`config.mk`:
```
export PLATFORM = sky130hd
export DESIGN_NAME = t02_writeback_unit
export DESIGN_NICKNAME = d
export VERILOG_FILES = /design/src/rtl/t02_writeback_unit_pkg.sv /design/src/rtl/t02_writeback_unit_load_extend.sv /design/src/rtl/t02_writeback_unit.sv
export SDC_FILE = /design/constraint.sdc
export NUM_CORES = 1
export LEC_CHECK = 0
export ABC_AREA = 0
export CAP_MARGIN = 40
export CORE_MARGIN = 4
export CORE_UTILIZATION = 48
export DETAILED_ROUTE_END_ITERATION = 8
export PLACE_DENSITY = 0.91
export SLEW_MARGIN = 20
export SYNTH_ARGS = -nofsm -noshare
export SYNTH_HDL_FRONTEND = slang
export SYNTH_SLANG_ARGS = --single-unit
```
`constraint.sdc`:
```
create_clock -name clk -period 2.65 [get_ports clk]
set_input_delay 0.53 -clock clk [delete_from_list [all_inputs] [get_ports clk]]
set_output_delay 0.53 -clock clk [all_outputs]
set_load 0.05 [all_outputs]
```
`src/rtl/t02_writeback_unit_pkg.sv`:
```
// Shared types for the writeback stage: FSM state encoding and load-type funct3 codes.
package t02_wb_pkg;

    typedef enum logic [1:0] {
        IDLE     = 2'd0,
        WAIT_ACK = 2'd1,
        WRITE    = 2'd2
    } wb_state_t;

    localparam logic [2:0] F3_LB  = 3'b000;
    localparam logic [2:0] F3_LH  = 3'b001;
    localparam logic [2:0] F3_LW  = 3'b010;
    localparam logic [2:0] F3_LBU = 3'b100;
    localparam logic [2:0] F3_LHU = 3'b101;

endpackage

```
`src/rtl/t02_writeback_unit_load_extend.sv`:
```
// Combinational load formatter: selects the byte/half addressed by the low EA bits
// from the returned word and sign- or zero-extends it according to funct3.
module t02_load_extend
    import t02_wb_pkg::*;
(
    input  logic [31:0] rdata_i,
    input  logic [1:0]  off_i,
    input  logic [2:0]  funct3_i,
    output logic [31:0] result_o
);

    logic [7:0]  byte_v;
    logic [15:0] half_v;

    always_comb begin
        case (off_i)
            2'd0:    byte_v = rdata_i[7:0];
            2'd1:    byte_v = rdata_i[15:8];
            2'd2:    byte_v = rdata_i[23:16];
            default: byte_v = rdata_i[31:24];
        endcase
        half_v = off_i[1] ? rdata_i[31:16] : rdata_i[15:0];

        // Reserved encodings fall through to a full-word load
        case (funct3_i)
            F3_LB:   result_o = {{24{byte_v[7]}}, byte_v};
            F3_LBU:  result_o = {24'b0, byte_v};
            F3_LH:   result_o = {{16{half_v[15]}}, half_v};
            F3_LHU:  result_o = {16'b0, half_v};
            F3_LW:   result_o = rdata_i;
            default: result_o = rdata_i;
        endcase
    end

endmodule

```
`src/rtl/t02_writeback_unit.sv`:
```
// Writeback stage feeding the register file: ALU ops retire in one cycle, loads run a
// req/ack handshake with stall. Optional load timeout enabled by macro T02_WB_TIMEOUT_EN.
module t02_writeback_unit
    import t02_wb_pkg::*;
#(
    parameter int TIMEOUT_CYCLES = 255,
    parameter int CNT_W          = 8
)
(
    input  logic        clk,
    input  logic        nRST,
    input  logic        ex_valid,
    input  logic        ex_is_load,
    input  logic        ex_reg_write,
    input  logic [4:0]  ex_rd,
    input  logic [31:0] ex_alu_result,
    input  logic [2:0]  ex_funct3,
    output logic        mem_read,
    output logic [31:0] mem_addr,
    input  logic [31:0] mem_rdata,
    input  logic        mem_ack,
    output logic        stall,
    output logic        reg_write,
    output logic [4:0]  write_index,
    output logic [31:0] write_data,
    output logic        load_fault
);

    wb_state_t   state_q, state_d;
    logic [4:0]  rd_q, rd_d;
    logic [1:0]  off_q, off_d;
    logic [2:0]  funct3_q, funct3_d;
    logic        intent_q, intent_d;
    logic        mem_read_q, mem_read_d;
    logic [31:0] mem_addr_q, mem_addr_d;
    logic        reg_write_q, reg_write_d;
    logic [4:0]  write_index_q, write_index_d;
    logic [31:0] write_data_q, write_data_d;

    logic        accept_alu, accept_load, timeout;
    logic [31:0] ext_data;

    // New instructions are taken in IDLE and in WRITE; WAIT_ACK ignores execute
    assign accept_alu  = (state_q != WAIT_ACK) && ex_valid && !ex_is_load;
    assign accept_load = (state_q != WAIT_ACK) && ex_valid && ex_is_load;

    t02_load_extend u_extend (
        .rdata_i  (mem_rdata),
        .off_i    (off_q),
        .funct3_i (funct3_q),
        .result_o (ext_data)
    );

`ifdef T02_WB_TIMEOUT_EN
    logic [CNT_W-1:0] cnt_q, cnt_d;
    logic             load_fault_q;

    assign timeout = (state_q == WAIT_ACK) && !mem_ack &&
                     (cnt_q == CNT_W'(TIMEOUT_CYCLES - 1));

    always_comb begin
        cnt_d = cnt_q;
        if (accept_load)
            cnt_d = '0;
        else if (state_q == WAIT_ACK && !mem_ack)
            cnt_d = cnt_q + 1'b1;
    end

    always_ff @(posedge clk or negedge nRST) begin
        if (!nRST) begin
            cnt_q        <= '0;
            load_fault_q <= 1'b0;
        end else begin
            cnt_q        <= cnt_d;
            load_fault_q <= timeout;
        end
    end

    assign load_fault = load_fault_q;
`else
    assign timeout    = 1'b0;
    assign load_fault = 1'b0;
`endif

    always_ff @(posedge clk or negedge nRST) begin
        if (!nRST)
            state_q <= IDLE;
        else
            state_q <= state_d;
    end

    always_comb begin
        state_d = state_q;
        case (state_q)
            IDLE, WRITE: state_d = accept_load ? WAIT_ACK : IDLE;
            WAIT_ACK:    if (mem_ack || timeout) state_d = WRITE;
            default:     state_d = IDLE;
        endcase
    end

    always_comb begin
        stall         = 1'b0;
        rd_d          = rd_q;
        off_d         = off_q;
        funct3_d      = funct3_q;
        intent_d      = intent_q;
        mem_read_d    = mem_read_q;
        mem_addr_d    = mem_addr_q;
        reg_write_d   = 1'b0;
        write_index_d = write_index_q;
        write_data_d  = write_data_q;

        if (accept_alu) begin
            reg_write_d   = ex_reg_write && (ex_rd != 5'd0);
            write_index_d = ex_rd;
            write_data_d  = ex_alu_result;
        end

        if (accept_load) begin
            stall      = 1'b1;
            rd_d       = ex_rd;
            off_d      = ex_alu_result[1:0];
            funct3_d   = ex_funct3;
            intent_d   = ex_reg_write;
            mem_read_d = 1'b1;
            mem_addr_d = {ex_alu_result[31:2], 2'b00};
        end

        // An ack arriving on the expiry cycle takes priority over the timeout
        if (state_q == WAIT_ACK) begin
            stall = 1'b1;
            if (mem_ack || timeout) begin
                mem_read_d    = 1'b0;
                reg_write_d   = intent_q && (rd_q != 5'd0);
                write_index_d = rd_q;
                write_data_d  = mem_ack ? ext_data : 32'd0;
            end
        end
    end

    always_ff @(posedge clk or negedge nRST) begin
        if (!nRST) begin
            rd_q          <= '0;
            off_q         <= '0;
            funct3_q      <= '0;
            intent_q      <= 1'b0;
            mem_read_q    <= 1'b0;
            mem_addr_q    <= '0;
            reg_write_q   <= 1'b0;
            write_index_q <= '0;
            write_data_q  <= '0;
        end else begin
            rd_q          <= rd_d;
            off_q         <= off_d;
            funct3_q      <= funct3_d;
            intent_q      <= intent_d;
            mem_read_q    <= mem_read_d;
            mem_addr_q    <= mem_addr_d;
            reg_write_q   <= reg_write_d;
            write_index_q <= write_index_d;
            write_data_q  <= write_data_d;
        end
    end

    assign reg_write   = reg_write_q;
    assign write_index = write_index_q;
    assign write_data  = write_data_q;
    assign mem_read    = mem_read_q;
    assign mem_addr    = mem_addr_q;

endmodule

```
==> results by group, run 1 <==
STA
  • Final Max Tran Viols: 0
  • Final period util: 78.1%
  • Final min period: 2.07 ns
  • Actual slew at the worst max-slew pin: 0.607 ns
  • Setup ws final: just under 0.6 ns
  • F_max: 0.483 GHz
  • Final hold violation count: 0
  • Slew margin rel.: slightly below 60%
  • Clock skew: 0.0127 ns
  • # setup viols final: 0
  • RSZ-0062 raised after global routing: no
  • Setup_tns: 0 ns

Critical path
  • Slowest stage cell, crit path: clkdlybuf4s50_1
  • CP Buf/Inv Count: 1
  • Worst-path maximum fanout: 2
  • Critical path data required time: 2.12 ns
  • Critical Path Start Type: flip-flop
  • WS Path Type: flip-flop to primary output
  • Critical path's largest stage delay: 0.83 ns
  • Cells along the critical path: clkdlybuf4s50_1
  • CP Capture Type: primary output
  • CP Data Arrival Time: 1.54 ns
  • Crit-path leading delay family: buffers and inverters

Clocking
  • CTS buffer count: 9
  • Post-cts sizing count: 0
  • Postcts setup bufs: 0
  • Hold_buf cts: 0
  • Clk sinks: 82
  • CTS clk-pin slew, worst paths: roughly 0.080 ns
  • H-tree depth: 3
  • CTS tree: yes
  • Root buffer cell: clkbuf_8
  • Worst-Skew Late Latency: 0.35 ns
  • Maximum root-to-sink buffer count: 2

Yosys
  • Cells after synthesis: 457
  • Async set or reset register ratio after synthesis: 100%
  • Distinct cells, synth: 39
  • Mapped cell area: 0.00398 sq mm
  • Top FF cell, synth: dfrtp_1
  • Ys Warns: 0
  • Avg Cell Area, Syn: 8.71 sq um
  • Synth Register Bits: a little over 80
  • EDFF count, synth: 0
  • Seq/Total Area, Yosys: 51.6%

Floorplan
  • Top Ports: 151
  • FP Rows: 32
  • Height of the die: 99.1 microns
  • Starting Density: 50.5%
  • Core Region: 0.00789 sq mm
  • Die width: 99.1 microns
  • Die ar.: about 0.0098 sq mm

Global route
  • Vias in the first global route: between 3000 and 4000
  • First-pass GRT wire length: 20.4 mm
  • GRT Overall Usage: 26.2%
  • Global route total overflow: 0
  • Initial antenna violation count: 0
  • Largest net degree at the start of global routing: 49

Placement
  • DP Cell Count: a little under 700
  • Place WS: 0.546 ns
  • RePlAce Congestion: 0.851
  • Post-detail-place hpwl: approximately 9.4 mm
  • Placed cell area: between 0.005 and 0.006 sq mm
  • Buffers on Ports: roughly 150

Finish
  • Multi-input gate area: 0.00176 sq mm
  • Area Overhead vs Synth: 44.0%
  • Nets: 672
  • Layout cells sized above 1: 7.02%
  • Design Area, Final: around 0.0057 sq mm
  • Layout Cells excl Fill: 700
  • Ant diodes: 0
  • Filler cells: 570
  • FF/Latch Area: between 0.002 and 0.0025 sq mm

Detailed routing
  • Wire per inst: approximately 18 microns
  • Vias per cell: approximately 5.6
  • Via count: 3913
  • 1st-pass router iterations: 5
  • Overall routed net length: about 13 mm
  • DRT iter0 DRCs: 186
  • Antenna-violating nets left: 0
  • Final routed DRC violation total: 0

Hold path
  • Hold crit path type: primary input to async pin

Run
  • Max_cap viols: 0

Power
  • Leak Pwr: 2.55 nW
  • Power Density: approximately 980 mW/mm^2
  • Peak supply drop: 0.000517 V

Outcome
  • Status: finished clean
## registers in the layout, indices dropped and copies added, names as in the netlist
signal       cells
mem_read         1
intent_q         1
funct3_q         3
rd_q             5
write_data      32
off_q            2
write_index      5
state_q          2
mem_addr        30
reg_write        1
## synthesized netlist by cell type, drive strengths merged (6+ instances only)
master	count	area [sq um]
clkbuf	20	75.1
a32oi	22	193
o21ai	8	40.0
a31oi	6	37.5
nand2	202	758
buf	15	101
mux2i	16	160
nor3	7	35.0
a221oi	8	70.1
dfrtp	82	2050
a21oi	8	43.8
nor2	14	52.6
## final timing paths
check / startpoint / endpoint / slack [ns] / depth (start not counted)
worst max register to register: funct3_q[0] / write_data[5] / 0.80 / 4
worst max-delay path: mem_addr[31] / mem_addr[31] / 0.58 / 1
worst min register to register: mem_addr[8] / mem_addr[8] / 0.48 / 2
min in group clk: mem_addr[8] / mem_addr[8] / 0.48 / 2
worst min-delay path: nRST / mem_addr[8] / 0.13 / 1
max in group asynchronous: nRST / mem_addr[20] / 1.90 / 2
## cells in the final DEF (no fill, tap or decap), types with 2 or more instances in the layout
cell type,netlist,routed
nor2_1,14,14
buf_12,0,3
mux2_2,5,5
clkinv_2,0,2
o21ai_0,7,7
clkbuf_8,0,10
nor3_1,7,7
nand2b_1,4,4
a32oi_1,22,22
mux2i_1,16,16
a31oi_1,6,6
nand2_1,202,201
a31o_2,2,2
dfrtp_1,82,82
clkdlybuf4s50_1,0,145
inv_1,3,3
conb_1,1,3
a22oi_1,3,3
and3_1,3,2
clkbuf_1,20,2
or4_1,2,2
nor2b_1,5,5
buf_4,6,11
a221oi_1,8,8
a21o_1,4,4
nand3_1,5,4
a21oi_1,7,7
## area by class of cell
cell class                      instances  share of cell area [%]
Clock buffer                           12                    2.53
Timing Repair Buffer                  159                    27.8
Sequential cell                        82                    35.8
Tap cell                              102                    2.23
Clock inverter                          3                   0.699
Multi-Input combinational cell        339                    30.7
Inverter                                3                   0.196
## layer usage
layer  wire, microns  share of wire, %  track usage (%)
met3            1020               8.0             5.59
met5               0                 0                0
met2            6080                48             42.2
met1            5270                42             34.5
met4             320               2.5             10.3
## stage by stage
stage / util, % / hold slack [ns] / total power [mW]
floorplan: - / 0.234 / 3.68
global placement: 70.3 / 0.452 / 4.66
detailed placement: 70.3 / 0.461 / 4.73
CTS: 72.7 / 0.140 / 5.61
global route: 72.7 / 0.159 / 5.85
finish: 72.7 / 0.125 / 5.60
## cells by family after synthesis
kind of cell	count (synthesis)	share of synthesized area, %
mux	21	5.44
buf+inv	38	4.72
simple gates	249	25.7
other cells	1	0.0942
compound gates	66	12.5
flops	82	51.6
## report_power, final
part           internal (mW)  switching, mW
clock network          0.454          0.433
logic                  0.989           1.85
registers               1.61          0.254
Power figures use the tool's default switching activity.
==> run 2: changes to the inputs <==
--- a/config.mk
+++ b/config.mk
@@ -8,9 +8,9 @@
 export ABC_AREA = 0
 export CAP_MARGIN = 40
 export CORE_MARGIN = 4
-export CORE_UTILIZATION = 48
+export CORE_UTILIZATION = 40
 export DETAILED_ROUTE_END_ITERATION = 8
-export PLACE_DENSITY = 0.91
+export PLACE_DENSITY = 0.82
 export SLEW_MARGIN = 20
 export SYNTH_ARGS = -nofsm -noshare
 export SYNTH_HDL_FRONTEND = slang
==> constraint.sdc (replaced) <==
create_clock -name clk -period 1.85 [get_ports clk]
set_input_delay 0.37 -clock clk [delete_from_list [all_inputs] [get_ports clk]]
set_output_delay 0.37 -clock clk [all_outputs]
set_load 0.05 [all_outputs]
==> run 2 against run 1 <==
Critical path depth up 4. Cell count up 7.0%. Non-clock buffer count increased by 17. Die area up 18%. Core utilization down 12 points. Total power increased by 48%. Via count shrank 0.97%. Clock power rose by 79%. First-iteration DRC count rose by 8.6%. Sequential cell count is the same. Critical endpoint is now write_data[22]. Global-route usage down 3.0 points. Clock skew shrank 0.0038 ns.
==> results by group, run 2 (synthesized netlist as in run 1, its figures left out) <==
Detailed routing
  • Final routed DRC violation total: 0
  • Vias per cell: 5.17
  • Via count: 3875
  • Overall routed net length: ~13 mm
  • DRT iter0 DRCs: 202
  • 1st-pass router iterations: 4
  • Wire per inst: between 15 and 20 microns
  • Antenna-violating nets left: 0

Finish
  • Max reg flops: 32
  • Layout Cells excl Fill: 749
  • Commonest non-fill, non-tap cells in the layout: nand2_1 (201), dfrtp_1 (82), buf_4 (82)
  • Area Overhead vs Synth: 47.5%
  • Layout cells sized above 1: 19.5%
  • Ant diodes: 0
  • Leading cell type in the layout, fill and taps excluded: nand2_1
  • Design Area, Final: 0.00587 sq mm
  • Nets: ~690

Floorplan
  • Die ar.: 0.0116 sq mm
  • FP Rows: 36
  • Core Region: 0.00973 sq mm
  • Top Ports: 151
  • Height of the die: 108 microns
  • Die width: 108 microns
  • Starting Density: 40.9%

STA
  • F_max: 0.575 GHz
  • RSZ-0062 raised after global routing: no
  • Final period util: 94.0%
  • Slew margin rel.: about three fifths
  • Setup ws final: around 0.11 ns
  • Final min period: 1.74 ns
  • Actual slew at the worst max-slew pin: 0.598 ns
  • Clock skew: 0.00894 ns
  • Final Max Tran Viols: 0
  • Final hold violation count: 0
  • # setup viols final: 0

Global route
  • Global route total overflow: 0
  • Initial antenna violation count: 0
  • Largest net degree at the start of global routing: 50
  • GRT Overall Usage: a little under a quarter
  • Vias in the first global route: slightly below 4000
  • First-pass GRT wire length: 20.9 mm

Run
  • Max_cap viols: 0

Clocking
  • Maximum root-to-sink buffer count: 2
  • CTS clk-pin slew, worst paths: 0.08 ns
  • Root buffer cell: clkbuf_8
  • CTS buffer count: 9
  • Clk sinks: 82
  • Postcts setup bufs: 0
  • CTS tree: yes
  • H-tree depth: 3
  • Worst-Skew Late Latency: 0.35 ns

Hold path
  • Hold crit path type: flip-flop to flip-flop

Critical path
  • Critical Path Start Type: flip-flop
  • Critical path's largest stage delay: ~0.57 ns
  • WS Path Type: flip-flop to flip-flop
  • CP Data Arrival Time: 1.95 ns
  • Cells along the critical path: mux2i_1, o22ai_2, a21oi_2, buf_12, a32oi_1
  • Slowest stage cell, crit path: dfrtp_1
  • Critical path data required time: roughly 2 ns
  • CP Capture Type: flip-flop
  • Worst-path maximum fanout: 16

Power
  • Peak supply drop: approximately 0.00069 V
  • Power Density: 1410 mW/mm^2
  • Leak Pwr: 2.77 nW

Placement
  • RePlAce Congestion: about 0.86
  • Post-detail-place hpwl: around 9.7 mm
  • Placed cell area: ~0.0056 sq mm
  • DP Cell Count: 732
  • Place WS: -0.115 ns
  • Buffers on Ports: 147

Outcome
  • Status: finished clean
[run 2: changes by cell type in the layout (fill, tap and decap cells not counted)]
cell             previous run  this run
buf_12                      3         9
buf_4                      11        82
bufinv_16                   1         3
clkdlybuf4s50_1           145        76
clkinv_2                    2         0
clkinv_4                    0         1
dlygate4sd2_1               0         8
dlygate4sd3_1               0         1
[run 2: metrics by stage]
stage	utilization, %	total power [mW]	hold slack, ns	TNS [ns]
6_report	60.4	8.28	0.477	0
2_1_floorplan	-	5.27	0.0744	0
4_1_cts	60.4	8.34	0.475	0
5_1_grt	60.4	8.70	0.481	0
3_3_place_gp	57.8	6.68	0.354	-0.793
3_5_place_dp	57.8	6.76	0.363	-1.43
[run 2: per-layer routing]
metal	GRT usage (%)	up-vias	routed length, microns
li1	-	1847	-
met1	30.3	1855	5520
met2	38.4	155	6170
met3	5.40	18	1030
met4	6.76	0	219
met5	0	-	0
[run 2: critical path: cells and delay by family (launching register included)]
kind	cells	cell delay, ns
DFF	1	0.57
muxes	1	0.45
AOI/OAI and AO/OA	3	0.42
buffers and inverters	1	0.16
[run 2: where the power goes]
part           switching [mW]  internal, mW
combinational            2.71          1.33
sequential              0.342          2.31
clock                   0.650         0.938
[run 2: final timing paths]
kind	from	to	slack, ns	depth (start not counted)
max	off_q[1]	write_data[22]	0.11	5
min	state_q[0]	state_q[0]	0.48	1
max reg2reg	off_q[1]	write_data[22]	0.11	5
min reg2reg	state_q[0]	state_q[0]	0.48	1
max in group asynchronous	nRST	write_data[31]	1.05	3
min in group asynchronous	nRST	mem_addr[22]	0.53	3
[run 2: repair_timing]
item / CTS / global route
hold buffers: 1 / 0
hold endpoints to repair: 33 / 0
endpoints found under the setup margin: 8 / 0
resized for setup: 8 / 0
[run 2: layout make-up]
type	instances	area, sq um
Sequential cell	82	2050
Clock buffer	12	145
Tap cell	133	166
Fill cell	879	3860
Inverter	3	11.3
Clock inverter	4	98.8
Timing Repair Buffer	176	1640
Multi-Input combinational cell	339	1760
==> run 3: changes to the inputs <==
--- a/config.mk
+++ b/config.mk
@@ -7,9 +7,11 @@
 export LEC_CHECK = 0
 export ABC_AREA = 0
 export CAP_MARGIN = 40
+export CORE_ASPECT_RATIO = 0.7
 export CORE_MARGIN = 4
 export CORE_UTILIZATION = 40
 export DETAILED_ROUTE_END_ITERATION = 8
+export GPL_TIMING_DRIVEN = 0
 export PLACE_DENSITY = 0.82
 export SLEW_MARGIN = 20
 export SYNTH_ARGS = -nofsm -noshare
==> run 3 against run 2 <==
Cell count grew 0.80%. Largest cell class unchanged. Die area grew 0.22%. Critical path depth shrank 1. Highest routed layer unchanged. Largest power group unchanged. Total power shrank 0.51%. Clock skew shrank 0.0046 ns. Register-to-register slack lost 0.08 ns. Sequential power shrank 2%. Setup slack lost 0.080 ns.
==> results by group, run 3 (synthesized netlist as in run 1, its figures left out) <==
STA
  • Clock skew: 0.00430 ns
  • # setup viols final: 0
  • Slew margin rel.: a little under three fifths
  • Final hold violation count: 0
  • Setup_tns: 0 ns
  • Final min period: 1.82 ns
  • Final period util: 98.3%
  • F_max: 0.550 GHz
  • Final Max Tran Viols: 0
  • RSZ-0062 raised after global routing: yes
  • Actual slew at the worst max-slew pin: 0.652 ns

Global route
  • Global route total overflow: 0
  • First-pass GRT wire length: 22.2 mm
  • Initial antenna violation count: 0
  • Largest net degree at the start of global routing: 56
  • Vias in the first global route: 4147
  • GRT Overall Usage: 24.6%

Floorplan
  • FP Rows: 30
  • Starting Density: 41.1%
  • Top Ports: 151
  • Die width: 127 microns
  • Height of the die: between 90 and 100 microns
  • Die ar.: 0.0116 sq mm
  • Core Region: between 0.009 and 0.01 sq mm

Hold path
  • Hold crit path type: flip-flop to flip-flop

Power
  • P_sw: 3.87 mW
  • Leak Pwr: 2.82 nW
  • Sw Share: 47.0%
  • Sequential Power Share: roughly a third
  • Internal power: between 4 and 5 mW
  • Clk pwr share: between 20 and 25%
  • Peak supply drop: between 0.0006 and 0.0007 V
  • Power, Total: 8.23 mW
  • Comb power frac: 47.6%
  • Power Density: 1390 mW/mm^2

Critical path
  • Critical Path Start Type: flip-flop
  • CP Data Arrival Time: 2.00 ns
  • WS Path Type: flip-flop to flip-flop
  • R2R Setup Slk: a little over 0.03 ns
  • CP Capture Type: flip-flop
  • Critical path data required time: 2.03 ns
  • Worst-path maximum fanout: 6

Clocking
  • Clk sinks: 82
  • Root buffer cell: clkbuf_16
  • CTS tree: yes
  • Maximum root-to-sink buffer count: 2
  • Worst-Skew Late Latency: 0.34 ns
  • H-tree depth: 3
  • CTS clk-pin slew, worst paths: ~0.060 ns
  • CTS buffer count: 9

Detailed routing
  • Vias per cell: 5.39
  • Via count: 4073
  • DRT iter0 DRCs: approximately 310
  • Overall routed net length: 14.1 mm
  • Wire per inst: 18.7 microns
  • Final routed DRC violation total: 0
  • Antenna-violating nets left: 0
  • 1st-pass router iterations: 5

Finish
  • Area Overhead vs Synth: 48.8%
  • Nets: 700
  • Commonest non-fill, non-tap cells in the layout: nand2_1 (202), dfrtp_1 (82), clkdlybuf4s50_1 (74)
  • Leading cell type in the layout, fill and taps excluded: nand2_1
  • FF/Latch Area: 0.00205 sq mm
  • Layout cells sized above 1: 9.09%
  • Ant diodes: 0
  • Fin util: between 60 and 70%
  • Multi-input gate area: 0.00178 sq mm
  • Filler cells: 861
  • Max reg flops: 32

Run
  • Max_cap viols: 0

Placement
  • Post-detail-place hpwl: ~11 mm
  • RePlAce Congestion: 0.888
  • Buffers on Ports: roughly 150

Outcome
  • Status: finished clean
## run 3: cell type report
type | instances | area share, %
sequential | 82 | 34.7
multi-input combinational | 339 | 30.0
timing repair buffer | 152 | 24.4
clock buffer | 9 | 3.80
buffer | 35 | 3.32
tap | 128 | 2.70
clock inverter | 7 | 0.887
inverter | 3 | 0.190
## run 3: metal layers
metal	track usage [%]	routed length [microns]	up-vias	share of wire [%]
li1	-	-	1882	-
met4	9.29	314	0	2.2
met1	33.9	6300	1971	45
met2	36.6	6200	198	44
met5	0	0	-	0
met3	7.41	1310	22	9.3
## run 3: final timing paths
path / end / from / cells after the start
setup reg to reg: write_data[15] / state_q[0] / 4
hold reg to reg: mem_addr[11] / mem_addr[11] / 2
max in group asynchronous: mem_addr[10] / nRST / 3
setup / recovery: write_data[15] / state_q[0] / 4
min in group asynchronous: mem_addr[28] / nRST / 2
hold / removal: mem_addr[11] / mem_addr[11] / 2
## run 3: critical path, cell delays in order, from the launching register on
cell,delay [ns]
dfrtp_1,0.41
nor2b_1,0.19
nand2_1,0.21
nor4_2,0.65
a221oi_1,0.19
## run 3: power groups by stage
stage	clock, mW	sequential (mW)	combinational, mW
after floorplan	0	4.25	1.02
after global placement	0	2.63	4.15
after detailed placement	0	2.66	4.20
after CTS	1.73	2.61	3.91
after global routing	1.80	2.68	4.14
final	1.70	2.61	3.92
## run 3: timing repair
item | 4_1_cts | 5_1_grt
hold buffers | 1 | 0
pin swaps | 1 | 0
setup endpoints to repair | 96 | 36
gates resized for setup | 86 | 13
setup buffers | 1 | 2
endpoints found under the hold margin | 27 | 0
gates cloned | 0 | 0
## run 3: through the flow
step	cell area, sq um	setup slack (ns)	cells	hold slack (ns)
after floorplan	3990	0.145	459	0.0744
after global placement	5620	-2.48	734	0.452
after detailed placement	5640	-0.964	735	0.315
after CTS	5890	-0.0228	753	0.475
after global routing	5920	-0.0470	755	0.504
final	5920	0.0311	755	0.469
